<file path="src/rtl/mem_stage_pkg.sv">
`default_nettype none
// ============================================================================
// Package  : mem_stage_pkg
// Purpose  : Types and constants shared by the MEM pipeline stage and its
//            MEM/WB pipeline register.
//            - state_e          : MEM-stage FSM state encoding
//            - CTRL_*           : bit positions inside the 4-bit ex_ctrl bundle
//            - TIMEOUT_DEFAULT  : default dmem_ack wait limit in ACCESS cycles
//            - is_word_aligned  : helper for the word-alignment test
// Revision : 1.0 - initial release
// ============================================================================
package mem_stage_pkg;

   // Explicit 1-bit encoding: IDLE must be the all-zero reset value.
   typedef enum logic [0:0] {
      ST_IDLE   = 1'b0,
      ST_ACCESS = 1'b1
   } state_e;

   // ex_ctrl = {MemRead, MemWrite, MemToReg, RegWrite}, MSB first.
   localparam int unsigned CTRL_MEM_READ   = 3;
   localparam int unsigned CTRL_MEM_WRITE  = 2;
   localparam int unsigned CTRL_MEM_TO_REG = 1;
   localparam int unsigned CTRL_REG_WRITE  = 0;

   localparam int unsigned CTRL_W     = 4;
   localparam int unsigned REG_ADDR_W = 5;

   localparam int TIMEOUT_DEFAULT = 15;

   // Only word accesses are supported, so the two LSBs must be zero.
   function automatic logic is_word_aligned(input logic [1:0] addr_lsb);
      return (addr_lsb == 2'b00);
   endfunction

endpackage : mem_stage_pkg
`default_nettype wire

</file>
<file path="src/rtl/mem_wb_reg.sv">
`default_nettype none
// ============================================================================
// Module   : mem_wb_reg
// Purpose  : MEM/WB pipeline register. A bubble insert clears the valid and
//            register-write fields (the data fields hold); otherwise a load
//            enable captures every field. Bubble has priority over load.
// Ports    : clk, rst_n          - clock, asynchronous active-low reset
//            load_en, bubble     - capture new fields / insert a bubble
//            in_*                - next MEM/WB field values
//            wb_*                - registered MEM/WB fields
//            wb_fwd_data         - value the writeback stage will produce
// Revision : 1.0 - initial release
// ============================================================================
module mem_wb_reg #(
   parameter int DATA_W = 32
) (
   input  logic              clk,
   input  logic              rst_n,
   input  logic              load_en,
   input  logic              bubble,
   input  logic              in_valid,
   input  logic              in_reg_write,
   input  logic              in_mem_to_reg,
   input  logic [DATA_W-1:0] in_alu_result,
   input  logic [DATA_W-1:0] in_mem_data,
   input  logic [4:0]        in_reg_dest,
   output logic              wb_valid,
   output logic              wb_reg_write,
   output logic              wb_mem_to_reg,
   output logic [DATA_W-1:0] wb_alu_result,
   output logic [DATA_W-1:0] wb_mem_data,
   output logic [4:0]        wb_reg_dest,
   output logic [DATA_W-1:0] wb_fwd_data
);

   logic              valid_q,      valid_d;
   logic              reg_write_q,  reg_write_d;
   logic              mem_to_reg_q, mem_to_reg_d;
   logic [DATA_W-1:0] alu_result_q, alu_result_d;
   logic [DATA_W-1:0] mem_data_q,   mem_data_d;
   logic [4:0]        reg_dest_q,   reg_dest_d;

   always_comb begin
      valid_d      = valid_q;
      reg_write_d  = reg_write_q;
      mem_to_reg_d = mem_to_reg_q;
      alu_result_d = alu_result_q;
      mem_data_d   = mem_data_q;
      reg_dest_d   = reg_dest_q;
      if (bubble) begin
         // A bubble only needs to be harmless to WB: no valid, no write.
         valid_d     = 1'b0;
         reg_write_d = 1'b0;
      end else if (load_en) begin
         valid_d      = in_valid;
         reg_write_d  = in_reg_write;
         mem_to_reg_d = in_mem_to_reg;
         alu_result_d = in_alu_result;
         mem_data_d   = in_mem_data;
         reg_dest_d   = in_reg_dest;
      end
   end

   always_ff @(posedge clk or negedge rst_n) begin
      if (!rst_n) begin
         valid_q      <= 1'b0;
         reg_write_q  <= 1'b0;
         mem_to_reg_q <= 1'b0;
         alu_result_q <= '0;
         mem_data_q   <= '0;
         reg_dest_q   <= '0;
      end else begin
         valid_q      <= valid_d;
         reg_write_q  <= reg_write_d;
         mem_to_reg_q <= mem_to_reg_d;
         alu_result_q <= alu_result_d;
         mem_data_q   <= mem_data_d;
         reg_dest_q   <= reg_dest_d;
      end
   end

   assign wb_valid      = valid_q;
   assign wb_reg_write  = reg_write_q;
   assign wb_mem_to_reg = mem_to_reg_q;
   assign wb_alu_result = alu_result_q;
   assign wb_mem_data   = mem_data_q;
   assign wb_reg_dest   = reg_dest_q;
   assign wb_fwd_data   = mem_to_reg_q ? mem_data_q : alu_result_q;

endmodule : mem_wb_reg
`default_nettype wire

</file>
<file path="src/rtl/mem_stage.sv">
`default_nettype none
// ============================================================================
// Module   : mem_stage
// Purpose  : MEM pipeline stage. Non-memory ops pass to MEM/WB in one cycle.
//            Aligned loads/stores stall the pipe for one IDLE request cycle,
//            then hold a registered request in ACCESS until dmem_ack or until
//            TIMEOUT ACCESS cycles pass without it (bus error). Misaligned
//            memory ops complete at once with a misalignment error.
// Ports    : clk, rst_n          - clock, asynchronous active-low reset
//            ex_*                - EX/MEM inputs (held by upstream on stall)
//            mem_stall           - combinational hold for EX and earlier
//            dmem_*              - registered data-memory request, rdata/ack in
//            wb_*                - MEM/WB register fields and forwarding value
//            misalign_err        - one-cycle pulse, aligned with the MEM/WB
//                                  write of the misaligned op
//            bus_err             - one-cycle pulse, aligned with the MEM/WB
//                                  write of the timed-out op
// Revision : 1.0 - initial release
// ============================================================================
module mem_stage
   import mem_stage_pkg::*;
#(
   parameter int DATA_W  = 32,
   parameter int TIMEOUT = TIMEOUT_DEFAULT
) (
   input  logic              clk,
   input  logic              rst_n,
   input  logic              ex_valid,
   input  logic [DATA_W-1:0] ex_result,
   input  logic [DATA_W-1:0] ex_store_data,
   input  logic [4:0]        ex_reg_dest,
   input  logic [3:0]        ex_ctrl,
   output logic              mem_stall,
   output logic              dmem_req,
   output logic              dmem_we,
   output logic [DATA_W-1:0] dmem_addr,
   output logic [DATA_W-1:0] dmem_wdata,
   input  logic [DATA_W-1:0] dmem_rdata,
   input  logic              dmem_ack,
   output logic              wb_valid,
   output logic              wb_reg_write,
   output logic              wb_mem_to_reg,
   output logic [DATA_W-1:0] wb_alu_result,
   output logic [DATA_W-1:0] wb_mem_data,
   output logic [4:0]        wb_reg_dest,
   output logic [DATA_W-1:0] wb_fwd_data,
   output logic              misalign_err,
   output logic              bus_err
);

   // The counter holds the number of ACCESS cycles already spent without an
   // ack; it never has to represent more than TIMEOUT-1.
   localparam int              CNT_W    = (TIMEOUT > 1) ? $clog2(TIMEOUT + 1) : 1;
   localparam logic [CNT_W-1:0] CNT_LAST = CNT_W'(TIMEOUT - 1);

   state_e            state_q, state_d;
   logic [CNT_W-1:0]  cnt_q, cnt_d;
   logic              dmem_req_q,     dmem_req_d;
   logic              dmem_we_q,      dmem_we_d;
   logic [DATA_W-1:0] dmem_addr_q,    dmem_addr_d;
   logic [DATA_W-1:0] dmem_wdata_q,   dmem_wdata_d;
   logic              misalign_err_q, misalign_err_d;
   logic              bus_err_q,      bus_err_d;

   logic              mem_op;
   logic              aligned;
   logic              timeout;
   logic              stall_raw;
   logic              wb_load;
   logic              wb_in_reg_write;
   logic [DATA_W-1:0] wb_in_mem_data;

   // Decode. MemRead+MemWrite together is a write because we follows MemWrite.
   assign mem_op  = ex_valid & (ex_ctrl[CTRL_MEM_READ] | ex_ctrl[CTRL_MEM_WRITE]);
   assign aligned = is_word_aligned(ex_result[1:0]);

   // This ACCESS cycle is the TIMEOUT-th one without ack. An ack in the same
   // cycle takes precedence, hence the !dmem_ack term.
   assign timeout = (state_q == ST_ACCESS) & ~dmem_ack & (cnt_q == CNT_LAST);

   // ------------------------------------------------------------------------
   // State register (all stage flops)
   // ------------------------------------------------------------------------
   always_ff @(posedge clk or negedge rst_n) begin
      if (!rst_n) begin
         state_q        <= ST_IDLE;
         cnt_q          <= '0;
         dmem_req_q     <= 1'b0;
         dmem_we_q      <= 1'b0;
         dmem_addr_q    <= '0;
         dmem_wdata_q   <= '0;
         misalign_err_q <= 1'b0;
         bus_err_q      <= 1'b0;
      end else begin
         state_q        <= state_d;
         cnt_q          <= cnt_d;
         dmem_req_q     <= dmem_req_d;
         dmem_we_q      <= dmem_we_d;
         dmem_addr_q    <= dmem_addr_d;
         dmem_wdata_q   <= dmem_wdata_d;
         misalign_err_q <= misalign_err_d;
         bus_err_q      <= bus_err_d;
      end
   end

   // ------------------------------------------------------------------------
   // Next-state logic
   // ------------------------------------------------------------------------
   always_comb begin
      state_d = state_q;
      case (state_q)
         ST_IDLE: begin
            if (mem_op && aligned) begin
               state_d = ST_ACCESS;
            end
         end
         ST_ACCESS: begin
            if (dmem_ack || timeout) begin
               state_d = ST_IDLE;
            end
         end
         default: state_d = ST_IDLE;
      endcase
   end

   // ------------------------------------------------------------------------
   // Output / datapath logic
   // ------------------------------------------------------------------------
   always_comb begin
      stall_raw       = 1'b0;
      wb_load         = 1'b0;
      wb_in_reg_write = ex_valid & ex_ctrl[CTRL_REG_WRITE];
      wb_in_mem_data  = '0;
      cnt_d           = cnt_q;
      dmem_req_d      = dmem_req_q;
      dmem_we_d       = dmem_we_q;
      dmem_addr_d     = dmem_addr_q;
      dmem_wdata_d    = dmem_wdata_q;
      misalign_err_d  = 1'b0;
      bus_err_d       = 1'b0;

      case (state_q)
         ST_IDLE: begin
            if (mem_op && aligned) begin
               // Request cycle: stall now, launch the registered request.
               stall_raw    = 1'b1;
               dmem_req_d   = 1'b1;
               dmem_we_d    = ex_ctrl[CTRL_MEM_WRITE];
               dmem_addr_d  = ex_result;
               dmem_wdata_d = ex_store_data;
               cnt_d        = '0;
            end else begin
               // Non-memory op, bubble or misaligned op: straight to MEM/WB.
               // Any dmem_ack seen here is stale and deliberately ignored.
               wb_load = 1'b1;
               if (mem_op) begin
                  misalign_err_d  = 1'b1;
                  wb_in_reg_write = 1'b0;
               end
            end
         end
         ST_ACCESS: begin
            if (dmem_ack) begin
               wb_load    = 1'b1;
               dmem_req_d = 1'b0;
               dmem_we_d  = 1'b0;
               if (!dmem_we_q) begin
                  wb_in_mem_data = dmem_rdata;
               end
            end else if (timeout) begin
               // Abort: retire the op without a register write.
               wb_load         = 1'b1;
               wb_in_reg_write = 1'b0;
               bus_err_d       = 1'b1;
               dmem_req_d      = 1'b0;
               dmem_we_d       = 1'b0;
            end else begin
               stall_raw = 1'b1;
               cnt_d     = cnt_q + CNT_W'(1);
            end
         end
         default: begin
            stall_raw = 1'b0;
         end
      endcase
   end

   // The IDLE stall term depends on live ex_* inputs, so it is masked while
   // reset is asserted to keep the pipe free to flush.
   assign mem_stall = stall_raw & rst_n;

   assign dmem_req     = dmem_req_q;
   assign dmem_we      = dmem_we_q;
   assign dmem_addr    = dmem_addr_q;
   assign dmem_wdata   = dmem_wdata_q;
   assign misalign_err = misalign_err_q;
   assign bus_err      = bus_err_q;

   // ------------------------------------------------------------------------
   // MEM/WB pipeline register
   // ------------------------------------------------------------------------
   mem_wb_reg #(
      .DATA_W (DATA_W)
   ) u_mem_wb_reg (
      .clk           (clk),
      .rst_n         (rst_n),
      .load_en       (wb_load),
      .bubble        (stall_raw),
      .in_valid      (ex_valid),
      .in_reg_write  (wb_in_reg_write),
      .in_mem_to_reg (ex_ctrl[CTRL_MEM_TO_REG]),
      .in_alu_result (ex_result),
      .in_mem_data   (wb_in_mem_data),
      .in_reg_dest   (ex_reg_dest),
      .wb_valid      (wb_valid),
      .wb_reg_write  (wb_reg_write),
      .wb_mem_to_reg (wb_mem_to_reg),
      .wb_alu_result (wb_alu_result),
      .wb_mem_data   (wb_mem_data),
      .wb_reg_dest   (wb_reg_dest),
      .wb_fwd_data   (wb_fwd_data)
   );

endmodule : mem_stage
`default_nettype wire

</file>
<file path="config.mk">
export PLATFORM = sky130hd
export DESIGN_NAME = mem_stage
export DESIGN_NICKNAME = d
export VERILOG_FILES = /design/src/rtl/mem_stage_pkg.sv /design/src/rtl/mem_wb_reg.sv /design/src/rtl/mem_stage.sv
export SDC_FILE = /design/constraint.sdc
export NUM_CORES = 1
export LEC_CHECK = 0
export CORE_MARGIN = 2
export CORE_UTILIZATION = 41
export DETAILED_ROUTE_END_ITERATION = 12
export PLACE_DENSITY = 0.87
export SYNTH_ARGS = -nofsm -noshare
export SYNTH_HDL_FRONTEND = slang
export SYNTH_SLANG_ARGS = --single-unit
</file>
<file path="constraint.sdc">
create_clock -name clk -period 1.9 [get_ports clk]
set_input_delay 0.19 -clock clk [delete_from_list [all_inputs] [get_ports clk]]
set_output_delay 0.19 -clock clk [all_outputs]
set_load 0.005 [all_outputs]
</file>
==> results.txt <==
For this block, wires on met1 add up to 6.39 mm. The worst hold path belongs to the class input pin to flop. The sum of met3 wire segment lengths after detailed routing is 1.58 mm. The clock reaches the later pin of the worst-skew pair after 420 ps.

The global-route wire length before repair came out at 25.8 mm. The number of instances in the synthesized netlist is 378. After synthesis the cells add up to 5860 um^2. The cell total after placement is around 840. The overall die height came out at 124 um.

The number of port buffers is 281. The sequential share of the synthesized area came out at 0.619. The highest layer touched by signal routing is met4.

The flow ran to the end, and the final reports show no timing, DRC or antenna violations. The cell row count is 43. The beginning of the worst register-to-register path is cnt_q[0]. In the global route stage, overall resource usage came out at 0.228.

In this run the most critical hold path is launched from ex_ctrl[0]. The vias per cell came out at 5.07. By area the synthesized netlist is led by dfrtp_1, mux2_1, mux2_2. The violation count after the first detailed-route iteration came out at around 210. Setup violations remaining at the end of the flow were counted as 0.

The aggregate routed wire length is 17.4 mm. The critical path is of the flop to primary output type. The maximum count of clock buffers along a single path is 2.

Of the cells placed in the final design, the portion with a size suffix greater than 1 is 0.175. The maximum ir drop on the vdd rail came out at just over 700 uV. The synthesized flop and latch total is 145. The utilization of the core after routing is 0.703. In this run the count of I/O pins placed on the die edge is approximately 280. The H-tree depth is 4. The worst setup path is launched from a flop. The HPWL after detailed placement is 12.1 mm.

The length in cells of the worst reg-to-reg path is 7. The worst reg-to-reg setup slack came out at 100 ps. At the placement stage, the worst setup path has a slack of -127 ps. The largest clock skew in the final design is between 5 and 6 ps. The clock-pin slew on the worst setup and hold paths is 60 ps.

The fraction of post-synthesis cell area in the top cell type by area came out at 0.619. After layout, the minimum clock period comes to around 1900 ps. The total grt overflow is 0. Compared with the post-synthesis result, the final layout area differs by 67.1%. Summed over all instances, the cell type with the most area after synthesis is dfrtp_1.

The detail-routed net length per standard cell came out at 19.7 um. The worst slew slack as a fraction of its limit came out at 0.493. The critical register-to-register path endpoint is u_mem_wb_reg.wb_alu_result[13]. The number of global-route vias before repair is 4852. The wire length on met2 came out at 9.03 mm.

For this block, the via count after detailed routing is 4483. The net count of the mapped netlist came out at 489. The final routed DRC violation total is 0. The filler-free cell count of the finished design is 884. The initial antenna violation count came out at 1. The filler cell count is 915. The worst hold path was traced through 3 stages. STA puts the critical path data required time at 1710 ps. The largest driver fanout on the critical path is 8.

The end point of the worst hold path is u_mem_wb_reg.wb_reg_write. The clock tree root buffer cell is clkbuf_16. For this run, the top clock speed supported by timing is roughly 540 MHz. After the last flow step, the layout net total stands at 803. The initial core utilization is 0.421. The leakage power total is 4.31 nW. The transition time at the pin with the least slew margin came out at 760 ps. For this run, the detailed router's first-pass iteration total came to 4. The final hold violation count is 0. Setup repair after global routing could not meet its margin everywhere. The average instance in the mapped netlist occupies 15.5 um^2. TritonCTS built the clock tree. In the post-route analysis, the smallest setup slack over all paths is 31.8 ps. STA classifies the critical path endpoint as a primary output.

The count of pins over their slew limit came out at 0. With fillers left out, the area of the finished cells amounts to 9790 um^2. The total placed instance area is 9040 um^2. Routability-driven placement finished with a final weighted congestion of 0.831. The die covers about 15000 um^2. The power per cell area came out at about 990 nW/um^2. The clock drives 145 sinks. The final antenna-violating net count came out at 0. Of the available clock period, the critical path in the final layout requires 0.983. The max-cap violation count came out at 0. Data arrives at the worst endpoint at 1680 ps. The die is 124 um wide. The floorplan core area came out at about 14000 um^2.

Entering global routing, the biggest net connects 146 pins. The number of unique standard cell types used by synthesis came out at 35. Clock tree synthesis inserted a total of 17 buffers. Yosys printed 0 warnings.
Yosys cell counts:
master,n
buf_6,6
nor4_1,1
o311ai_0,1
nand3_1,4
a21oi_1,1
buf_4,2
nand4_1,1
or2_1,1
nor3b_1,1
a32o_1,1
o22ai_1,1
ha_1,2
a2bb2oi_1,1
o21a_1,1
buf_2,8
o31ai_1,1
nor2_1,5
nor2b_1,3
a22o_1,32
mux2_4,13
nand3b_1,1
mux2_1,87
and3_1,1
o21ai_0,1
mux2_2,32
mux2i_1,1
clkbuf_1,8
nor3_1,2
o21ai_1,2
nor3_2,1
and2_1,1
inv_1,5
nand2_1,4
dfrtp_1,145
inv_2,1
layout make-up:
class	count	area (um^2)	share of cell area
flip-flops and latches	145	3630	0.371
well taps	180	225	0.0230
clock buffers	20	457	0.0466
multi-input cells	203	2100	0.215
clock inverters	10	160	0.0164
inverters	6	22.5	0.00230
repair buffers	319	3190	0.326
diodes	1	2.50	0.000255
power breakdown:
group / leakage (nW) / switching, mW / internal [mW]
sequential: 1.80 / 0.307 / 3.56
clock: 0.302 / 1.26 / 2.25
combinational: 2.21 / 0.751 / 1.54
total: 4.31 / 2.32 / 7.35
routing by layer:
layer | track usage | up-vias
met4 | 0.0902 | 0
met3 | 0.0838 | 31
li1 | - | 1994
met2 | 0.401 | 227
met5 | 0 | -
met1 | 0.248 | 2231
timing repair:
item | 4_1_cts | 5_1_grt
setup buffers | 2 | 8
endpoints found under the setup margin | 39 | 18
cloned | 1 | 1
resized for setup | 40 | 20
hold endpoints to repair | 145 | 0
pin swaps | 1 | 2
hold buffers | 1 | 0
worst max-delay path, cell delays in order, from the launching register on:
cell and delay (ps):
dfrtp_2 410, buf_12 150, clkbuf_16 150, mux2_2 340, clkdlybuf4s15_1 210
cells by family (layout without fill, tap and decap cells):
| logic type | count (synthesis) | in the layout | synth area share |
|---|---|---|---|
| other cells | 0 | 1 | 0 |
| compound gates | 42 | 42 | 0.0596 |
| mux | 133 | 133 | 0.264 |
| fa+ha+maj | 2 | 2 | 0.00427 |
| simple gates | 26 | 26 | 0.0237 |
| flops | 145 | 145 | 0.619 |
| buf+inv | 30 | 355 | 0.0299 |
how the worst max path moves through the flow:
| stage | slack [ps] | startpoint | cells past startpoint | to |
|---|---|---|---|---|
| floorplan | 180 | cnt_q[0] | 7 | u_mem_wb_reg.wb_alu_result[18] |
| global placement | -60 | ex_ctrl[2] | 5 | mem_stall |
| detailed placement | -130 | ex_result[1] | 5 | dmem_addr[18] |
| CTS | -160 | u_mem_wb_reg.wb_mem_to_reg | 3 | wb_fwd_data[6] |
| global route | -40 | cnt_q[0] | 6 | mem_stall |
| finish | 30 | u_mem_wb_reg.wb_mem_to_reg | 4 | wb_fwd_data[25] |
through the flow:
| stage | TNS [ps] | hold WS (ps) | power (mW) |
|---|---|---|---|
| CTS | -313 | 325 | 9.69 |
| detailed placement | -7230 | 413 | 6.14 |
| global route | -52.2 | 346 | 10.1 |
| global placement | -2910 | 397 | 6.05 |
| finish | 0 | 348 | 9.67 |
| floorplan | 0 | -106 | 4.51 |
placed cells by master, fill, tap and decap left out, types with 2 or more instances in the layout:
master           count
clkbuf_8             2
buf_12               8
clkinv_2             3
clkdlybuf4s15_1     11
dlymetal6s2s_1       2
inv_1                4
nand3_1              3
o21ai_1              2
nor3_1               2
bufinv_16            4
dlygate4sd2_1       17
clkdlybuf4s50_1    247
mux2_2              32
nor2_1               5
clkinv_4             2
mux2_4              13
nor2b_1              3
clkbuf_2             2
mux2_1              87
buf_6                2
clkbuf_16           18
buf_4               28
dfrtp_1            144
inv_2                2
nand2_1              4
a22o_1              32
Note: power is estimated with default switching activity, not from simulation.
